==> config.mk <==
export PLATFORM = sky130hd
export DESIGN_NAME = div_unit
export DESIGN_NICKNAME = d
export VERILOG_FILES = /design/src/rtl/div_unit.sv
export SDC_FILE = /design/constraint.sdc
export NUM_CORES = 1
export LEC_CHECK = 0
export CAP_MARGIN = 20
export CORE_UTILIZATION = 25
export CTS_CLUSTER_SIZE = 40
export DETAILED_ROUTE_END_ITERATION = 6
export GPL_TIMING_DRIVEN = 0
export PLACE_DENSITY = 0.38
export SYNTH_ARGS = -nofsm -noshare
export SYNTH_HDL_FRONTEND = slang
export SYNTH_SLANG_ARGS = --single-unit
==> constraint.sdc <==
create_clock -name clk -period 7.5 [get_ports clk]
set_clock_uncertainty 0.15 [all_clocks]
set_input_delay 1.875 -clock clk [delete_from_list [all_inputs] [get_ports clk]]
set_output_delay 1.875 -clock clk [all_outputs]
set_load 0.02 [all_outputs]
==> src/rtl/div_unit.sv <==
// Multi-cycle 32-bit divider, signed or unsigned, restoring radix-2 (one quotient bit per cycle).
// Ports:
//   clk          rising-edge clock
//   rst          synchronous active-high reset
//   signed_div_i 1 = signed division, 0 = unsigned
//   opdata1_i    dividend
//   opdata2_i    divisor
//   start_i      request, held high until ready_o is seen
//   annul_i      aborts an operation that is still iterating
//   result_o     {remainder, quotient}, registered
//   ready_o      result_o valid, registered
module div_unit (
  input  logic        clk,
  input  logic        rst,
  input  logic        signed_div_i,
  input  logic [31:0] opdata1_i,
  input  logic [31:0] opdata2_i,
  input  logic        start_i,
  input  logic        annul_i,
  output logic [63:0] result_o,
  output logic        ready_o
);

  typedef enum logic [1:0] {StFree, StByZero, StOn, StEnd} state_e;

  state_e      state_q, state_d;
  logic [5:0]  cnt_q, cnt_d;
  logic [64:0] wreg_q, wreg_d;
  logic [31:0] divisor_q, divisor_d;
  logic        sgn_q, sgn_d;
  logic        neg1_q, neg1_d;
  logic        neg2_q, neg2_d;
  logic [63:0] res_q, res_d;
  logic [63:0] result_d;
  logic        ready_d;

  logic [32:0] trial;
  logic [64:0] step;
  logic [31:0] quo, rem;
  logic [31:0] op1_abs, op2_abs;

  always_comb begin
    // Working register: [64:33] partial remainder, low bits shift dividend out / quotient in.
    trial   = {1'b0, wreg_q[63:32]} - {1'b0, divisor_q};
    step    = trial[32] ? {wreg_q[63:0], 1'b0} : {trial[31:0], wreg_q[31:0], 1'b1};
    quo     = (sgn_q && (neg1_q ^ neg2_q)) ? (~step[31:0] + 32'd1) : step[31:0];
    rem     = (sgn_q && neg1_q) ? (~step[64:33] + 32'd1) : step[64:33];
    op1_abs = (signed_div_i && opdata1_i[31]) ? (~opdata1_i + 32'd1) : opdata1_i;
    op2_abs = (signed_div_i && opdata2_i[31]) ? (~opdata2_i + 32'd1) : opdata2_i;

    state_d   = state_q;
    cnt_d     = cnt_q;
    wreg_d    = wreg_q;
    divisor_d = divisor_q;
    sgn_d     = sgn_q;
    neg1_d    = neg1_q;
    neg2_d    = neg2_q;
    res_d     = res_q;
    result_d  = 64'd0;
    ready_d   = 1'b0;

    unique case (state_q)
      StFree: begin
        if (start_i && !annul_i) begin
          if (opdata2_i == 32'd0) begin
            state_d = StByZero;
          end else begin
            state_d   = StOn;
            cnt_d     = 6'd0;
            wreg_d    = {32'd0, op1_abs, 1'b0};
            divisor_d = op2_abs;
            sgn_d     = signed_div_i;
            neg1_d    = opdata1_i[31];
            neg2_d    = opdata2_i[31];
          end
        end
      end
      StByZero: begin
        res_d   = 64'd0;
        state_d = StEnd;
      end
      StOn: begin
        if (annul_i) begin
          state_d = StFree;
        end else begin
          wreg_d = step;
          cnt_d  = cnt_q + 6'd1;
          if (cnt_q == 6'd31) begin
            state_d = StEnd;
            res_d   = {rem, quo};
          end
        end
      end
      StEnd: begin
        if (start_i) begin
          ready_d  = 1'b1;
          result_d = res_q;
        end else begin
          state_d = StFree;
        end
      end
      default: state_d = StFree;
    endcase
  end

  always_ff @(posedge clk) begin
    if (rst) begin
      state_q   <= StFree;
      cnt_q     <= 6'd0;
      wreg_q    <= 65'd0;
      divisor_q <= 32'd0;
      sgn_q     <= 1'b0;
      neg1_q    <= 1'b0;
      neg2_q    <= 1'b0;
      res_q     <= 64'd0;
      result_o  <= 64'd0;
      ready_o   <= 1'b0;
    end else begin
      state_q   <= state_d;
      cnt_q     <= cnt_d;
      wreg_q    <= wreg_d;
      divisor_q <= divisor_d;
      sgn_q     <= sgn_d;
      neg1_q    <= neg1_d;
      neg2_q    <= neg2_d;
      res_q     <= res_d;
      result_o  <= result_d;
      ready_o   <= ready_d;
    end
  end

endmodule

# ---- Yosys cells after proc, flatten, opt, wreduce, memory -nomap -nowiden
# Cells that the tools add are included.
dict set report totals {
  inputBits 69
  ff_bits 236
  output_inout_bits 65
  elab_cells 73
}
dict set report classes {
  eq_ne 10
  n_reduce_logical 16
  bitwise_logic 8
  n_addsub 6
  n_mux 23
}
# operator n
set op_table {}
lappend op_table {{64-bit 2-to-1 mux} 5}
lappend op_table {{64-bit one-hot mux with 2 select lines} 2}
lappend op_table {{32-bit by 1-bit adder with 32-bit output (second input constant)} 4}
lappend op_table {{32-bit 2-to-1 mux} 4}
lappend op_table {{32-bit inverter} 4}
lappend op_table {{65-bit 2-to-1 mux} 1}
lappend op_table {{32-bit by 32-bit subtractor with 33-bit output} 1}
lappend op_table {{32-bit zero test} 1}
lappend op_table {{6-bit 2-to-1 mux} 3}
lappend op_table {{6-bit one-hot mux with 2 select lines} 1}
lappend op_table {{2-bit 2-to-1 mux} 5}
lappend op_table {{2-bit != test (second input constant)} 5}
lappend op_table {{3-bit AND reduction} 3}
lappend op_table {{2-bit one-hot mux with 4 select lines} 1}
lappend op_table {{6-bit by 1-bit adder with 6-bit output (second input constant)} 1}
lappend op_table {{6-bit by 5-bit equality test with 1-bit output (second input constant)} 1}
lappend op_table {{1-bit logical AND} 5}
lappend op_table {{2-bit equality test (second input constant)} 2}
lappend op_table {{4-bit AND reduction} 1}
lappend op_table {{2-bit nonzero test} 2}
lappend op_table {{3-bit != test (second input constant)} 1}
lappend op_table {{1-bit inverter} 3}
lappend op_table {{3-bit OR reduction} 1}
lappend op_table {{2-bit by 1-bit equality test with 1-bit output (second input constant)} 1}
lappend op_table {{other kinds (5)} 5}

# ---- Longest topological paths before layout
dict set report depth {
  word_depth 8
  depth_mapped 24
  mapped_depth_nobuf 21
}

# ---- Worst setup path after synthesis
# OpenSTA, ideal clock, no wires.
dict set report synth_path {
  path_type {reg2reg}
  start {register wreg_q[32]}
  end {register res_q[62]}
  n_path_buf 3
  path_stages_with_launch 25
  setup_ns 0.117
  slack_ns 2.516
  required_time_ns 7.233
  arrival_ns 4.718
  period_less_slack_ns 4.984
  cell_sequence {dfxtp_1 inv_1 ha_1 fa_1 nand2b_1 a21oi_4 o211ai_4 a211o_4 nand2_4 buf_2 buf_2 buf_1 nand2_1 o21ai_0 ha_1 nand2b_1 or3_1 nor4_1 nand3_1 o41ai_1 nand2_1 nor4_2 a31oi_1 xor2_1 a22o_1}
}
dict set report synth_between {
  elab_chain_cells 8
}
# element line
set synth_lines {}
lappend synth_lines {{from (decl)} 28} ;# logic [64:0] wreg_q, wreg_d;
lappend synth_lines {{from (signal assigned)} 121} ;# wreg_q <= wreg_d;
lappend synth_lines {{32-bit by 32-bit subtractor with 33-bit output} 44} ;# trial = {1'b0, wreg_q[63:32]} - {1'b0, divisor_q};
lappend synth_lines {{65-bit 2-to-1 mux (*)} 45} ;# step = trial[32] ? {wreg_q[63:0], 1'b0} : {trial[31:0], wreg_q[31:0], 1'b1};
lappend synth_lines {{32-bit inverter} 47} ;# rem = (sgn_q && neg1_q) ? (~step[64:33] + 32'd1) : step[64:33];
lappend synth_lines {{32-bit by 1-bit adder with 32-bit output} 47}
lappend synth_lines {{32-bit 2-to-1 mux (*)} 47}
lappend synth_lines {{64-bit 2-to-1 mux (*)} 88} ;# if (cnt_q == 6'd31) begin
lappend synth_lines {{64-bit 2-to-1 mux (*)} 83} ;# if (annul_i) begin
lappend synth_lines {{64-bit one-hot mux with 2 select lines (*)} 62} ;# unique case (state_q)
lappend synth_lines {{to (signal assigned)} 126} ;# res_q <= res_d;
lappend synth_lines {{to (decl)} 33} ;# logic [63:0] res_q, res_d;
# Mark *: on every way between the ends. The rest lies on a longest branch, timed or not. The select of a mux whose other input is x is not followed.
# A chain may end at the register's enable or synchronous reset.

# ---- Worst setup path after layout
# Same ends and word-level chain as after synthesis.

==> out/qor.csv <==
metric,value,unit
reg2reg_depth,24,
synth_cell_types,84,
die_h,234,um
setup_violations,0,
drt-total-wl,48400,um
crit_chain,inv_1 > ha_1 > fa_1 > nand2b_1 > a21oi_4 > o211ai_4 > a211o_4 > nand2_4 > buf_2 > buf_2 > buf_1 > nand2_1 > o21ai_0 > ha_1 > nand2b_1 > or3_1 > nor4_1 > nand3_1 > o41ai_1 > nand2_1 > nor4_2 > a31oi_1 > xor2_1 > a22o_1,
synth_seq_area_share,0.351,
timing.rr.start,wreg_q[32]$_SDFFE_PP0P_,
n_fill_cell,5645,
outcome,"complete, but fails checks",
busiest_layer,met1,
maxSlewHeadroom,0.233,
globalplace.congestion,0.863,
startpoint,wreg_q[32]$_SDFFE_PP0P_,
n_antenna_cell,0,
h-tree-depth,1,
yosysTopAreaCellShare,0.351,
synth_cells,1690,
die_w,234,um
slowest_delay,0.59,ns
reg2reg_slack,1.03,ns
synth_area_leaders,"dfxtp_1 35%, nor2_1 6.3%, a21oi_1 4.9%",
syn_area_per_cell,7.96,um^2
setup_tns,0,ns
path_max_fanout,10,
violations,design-rule violations,
die_area,54700,um^2
drive_gt1_frac,0.0640,
core_area,52900,um^2
synth_area,13500,um^2
ioPinCount,134,
crit_end,res_q[62]$_SDFFE_PP0P_,
min_path_type,reg -> reg,
place_inst,2509,
clk_latency,0.57,ns
worst_r2r_endpoint,res_q[62]$_SDFFE_PP0P_,
clkSinkCount,236,
path_buf_inv,4,
p_leak,6.29,nW
cts_made_buffers,30,
track_usage,0.175,
num_rows,84,
final_antenna_net_count,0,
drc,10,
hp-start,divisor_q[22]$_SDFFE_PP0P_,
wl_per_cell,18.9,um
synth_top_area_cell,dfxtp_1,
clock-root-buffer,clkbuf_16,
powerDensity,214,nW/um^2
slew_viol_final,0,
stdcell_count,2564,
synth_seq_cells,236,
antenna_found_initial,0,
cp-start-kind,flip-flop,
post-dp-hpwl,39100,um
cp.depth,24,
grt_overflow,0,
grtUsageMet1,0.269,
cts_resized,0,
clockBufferDepth,3,
vias,12494,
grt_util_met3,0.0224,
rsz0062_at_grt,false,
ys.flop_type,dfxtp_1,
fin_crit_sh,0.862,
cts_tree,yes,
grt_max_degree,16,
whs_path_depth,2,
first_pass_iters,7,
cp-end-kind,flip-flop,
tightest_slew,1.15,ns
syn-num-nets,1797,
synth_edf_count,0,
grt_first_pass_wirelength,73600,um
postCtsHoldBufs,0,
fin_nets,1961,
crit_slowest_cell,buf_1,
drt-initial-drc-count,758,
yosysWarnings,0,
period_needed,6.47,ns
drt-vias-per-instance,4.87,
crit_family,simple AND/OR/NAND/NOR gates,
cap_violations,0,
use_met2,0.253,
worstPathRequired,7.81,ns
numPortBuffers,131,
syn_to_final_growth,24.1,%
grt_pass1_vias,12011,
hold_viol_final,0,
fmax,155,MHz
synth_async_sr_flop_share,0,
vdd_drop_max,0.130,mV
initial_core_util,0.254,
cp.arrival,6.77,ns
clk_pin_slew_worst_paths,0.06,ns
path_class,reg -> reg,
cts_setup_buffers,0,
-- state kept, by name, summed over array words and instances (netlist names) --
signal / flops
wreg_q: 64
sgn_q: 1
neg2_q: 1
state_q: 2
neg1_q: 1
ready_o: 1
cnt_q: 6
result_o: 64
divisor_q: 32
res_q: 64
-- area by class of cell --
cell class,count,area (um^2),share of cell area
plain buffers,105,463,0.0277
flip-flops and latches,236,4720,0.283
repair buffers,132,1320,0.0788
clock inverters,14,196,0.0118
multi-input cells,1296,8070,0.483
clock buffers,40,868,0.0520
inverters,53,201,0.0121
well taps,688,861,0.0516
-- metrics by stage --
| stage | util | power (W) | cell area, um^2 | hold slack (ns) | setup WS, ns |
|---|---|---|---|---|---|
| after floorplan | - | 0.00182 | 13500 | 0.277 | 2.52 |
| after global placement | 0.296 | 0.00207 | 15600 | 0.297 | 1.12 |
| after detailed placement | 0.296 | 0.00207 | 15600 | 0.298 | 1.09 |
| after CTS | 0.316 | 0.00362 | 16700 | 0.306 | 1.07 |
| after global routing | 0.316 | 0.00375 | 16700 | 0.337 | 0.743 |
| final | 0.316 | 0.00358 | 16700 | 0.303 | 1.03 |
-- cells in the final DEF (no fill, tap or decap), types with 22 or more instances in the layout --
cell type	n
inv_1	52
a211oi_1	43
o21ai_0	69
clkdlybuf4s50_1	131
a22o_1	23
a21oi_1	131
ha_1	37
clkbuf_1	75
xor2_1	62
or3_1	22
and2_1	71
nand2_1	165
nor3_1	36
nor2_1	227
a22oi_1	54
o211ai_1	29
nor4_1	23
dfxtp_1	236
xnor2_1	73
clkbuf_16	30
-- worst register-to-register path: stages, from the launching register on --
cell	delay (ns)
dfxtp_1	0.41
inv_1	0.09
ha_1	0.23
fa_1	0.39
nand2b_1	0.23
a21oi_4	0.24
o211ai_4	0.18
a211o_4	0.41
nand2_4	0.12
buf_2	0.28
buf_2	0.31
buf_1	0.59
nand2_1	0.11
o21ai_0	0.19
ha_1	0.33
nand2b_1	0.11
or3_1	0.39
nor4_1	0.22
nand3_1	0.19
o41ai_1	0.13
nand2_1	0.16
nor4_2	0.34
a31oi_1	0.16
xor2_1	0.17
a22o_1	0.21
-- logic make-up after synthesis --
| kind of cell | after synthesis | share of synthesized area |
|---|---|---|
| AND/OR/NAND/NOR | 640 | 0.226 |
| flip-flops | 236 | 0.351 |
| adder cells (fa/ha/maj) | 38 | 0.0359 |
| buffers and inverters | 158 | 0.0494 |
| XOR/XNOR | 135 | 0.0879 |
| multiplexers | 6 | 0.00446 |
| AO/OA/AOI/OAI | 477 | 0.245 |
-- power by group --
group,internal [W],switching (W),leakage (nW)
registers,0.00129,0.0000342,1.91
logic,0.000251,0.000477,3.86
clock network,0.000949,0.000579,0.523
-- metal layers --
metal | wire length [um] | vias up
met3 | 2510 | 47
li1 | - | 6331
met5 | 0 | -
met1 | 25300 | 5794
met4 | 818 | 0
met2 | 19800 | 322
-- synth_stat cells (all sizes together), types with 37 or more instances --
cell    count
a211oi     44
a21oi     135
a22oi      54
and2       71
clkbuf     73
dfxtp     236
ha         37
inv        53
nand2     168
nor2      229
nor3       38
o21ai      77
xnor2      73
xor2       62
-- how the worst min path moves through the flow --
stage                                             to  slack [ns]
final                     divisor_q[22]$_SDFFE_PP0P_        0.30
after global routing          res_q[44]$_SDFFE_PP0P_        0.34
after CTS                 divisor_q[22]$_SDFFE_PP0P_        0.31
after detailed placement  divisor_q[22]$_SDFFE_PP0P_        0.30
after global placement    divisor_q[22]$_SDFFE_PP0P_        0.30
after floorplan               res_q[39]$_SDFFE_PP0P_        0.28
(Power assumes the default switching activity.)
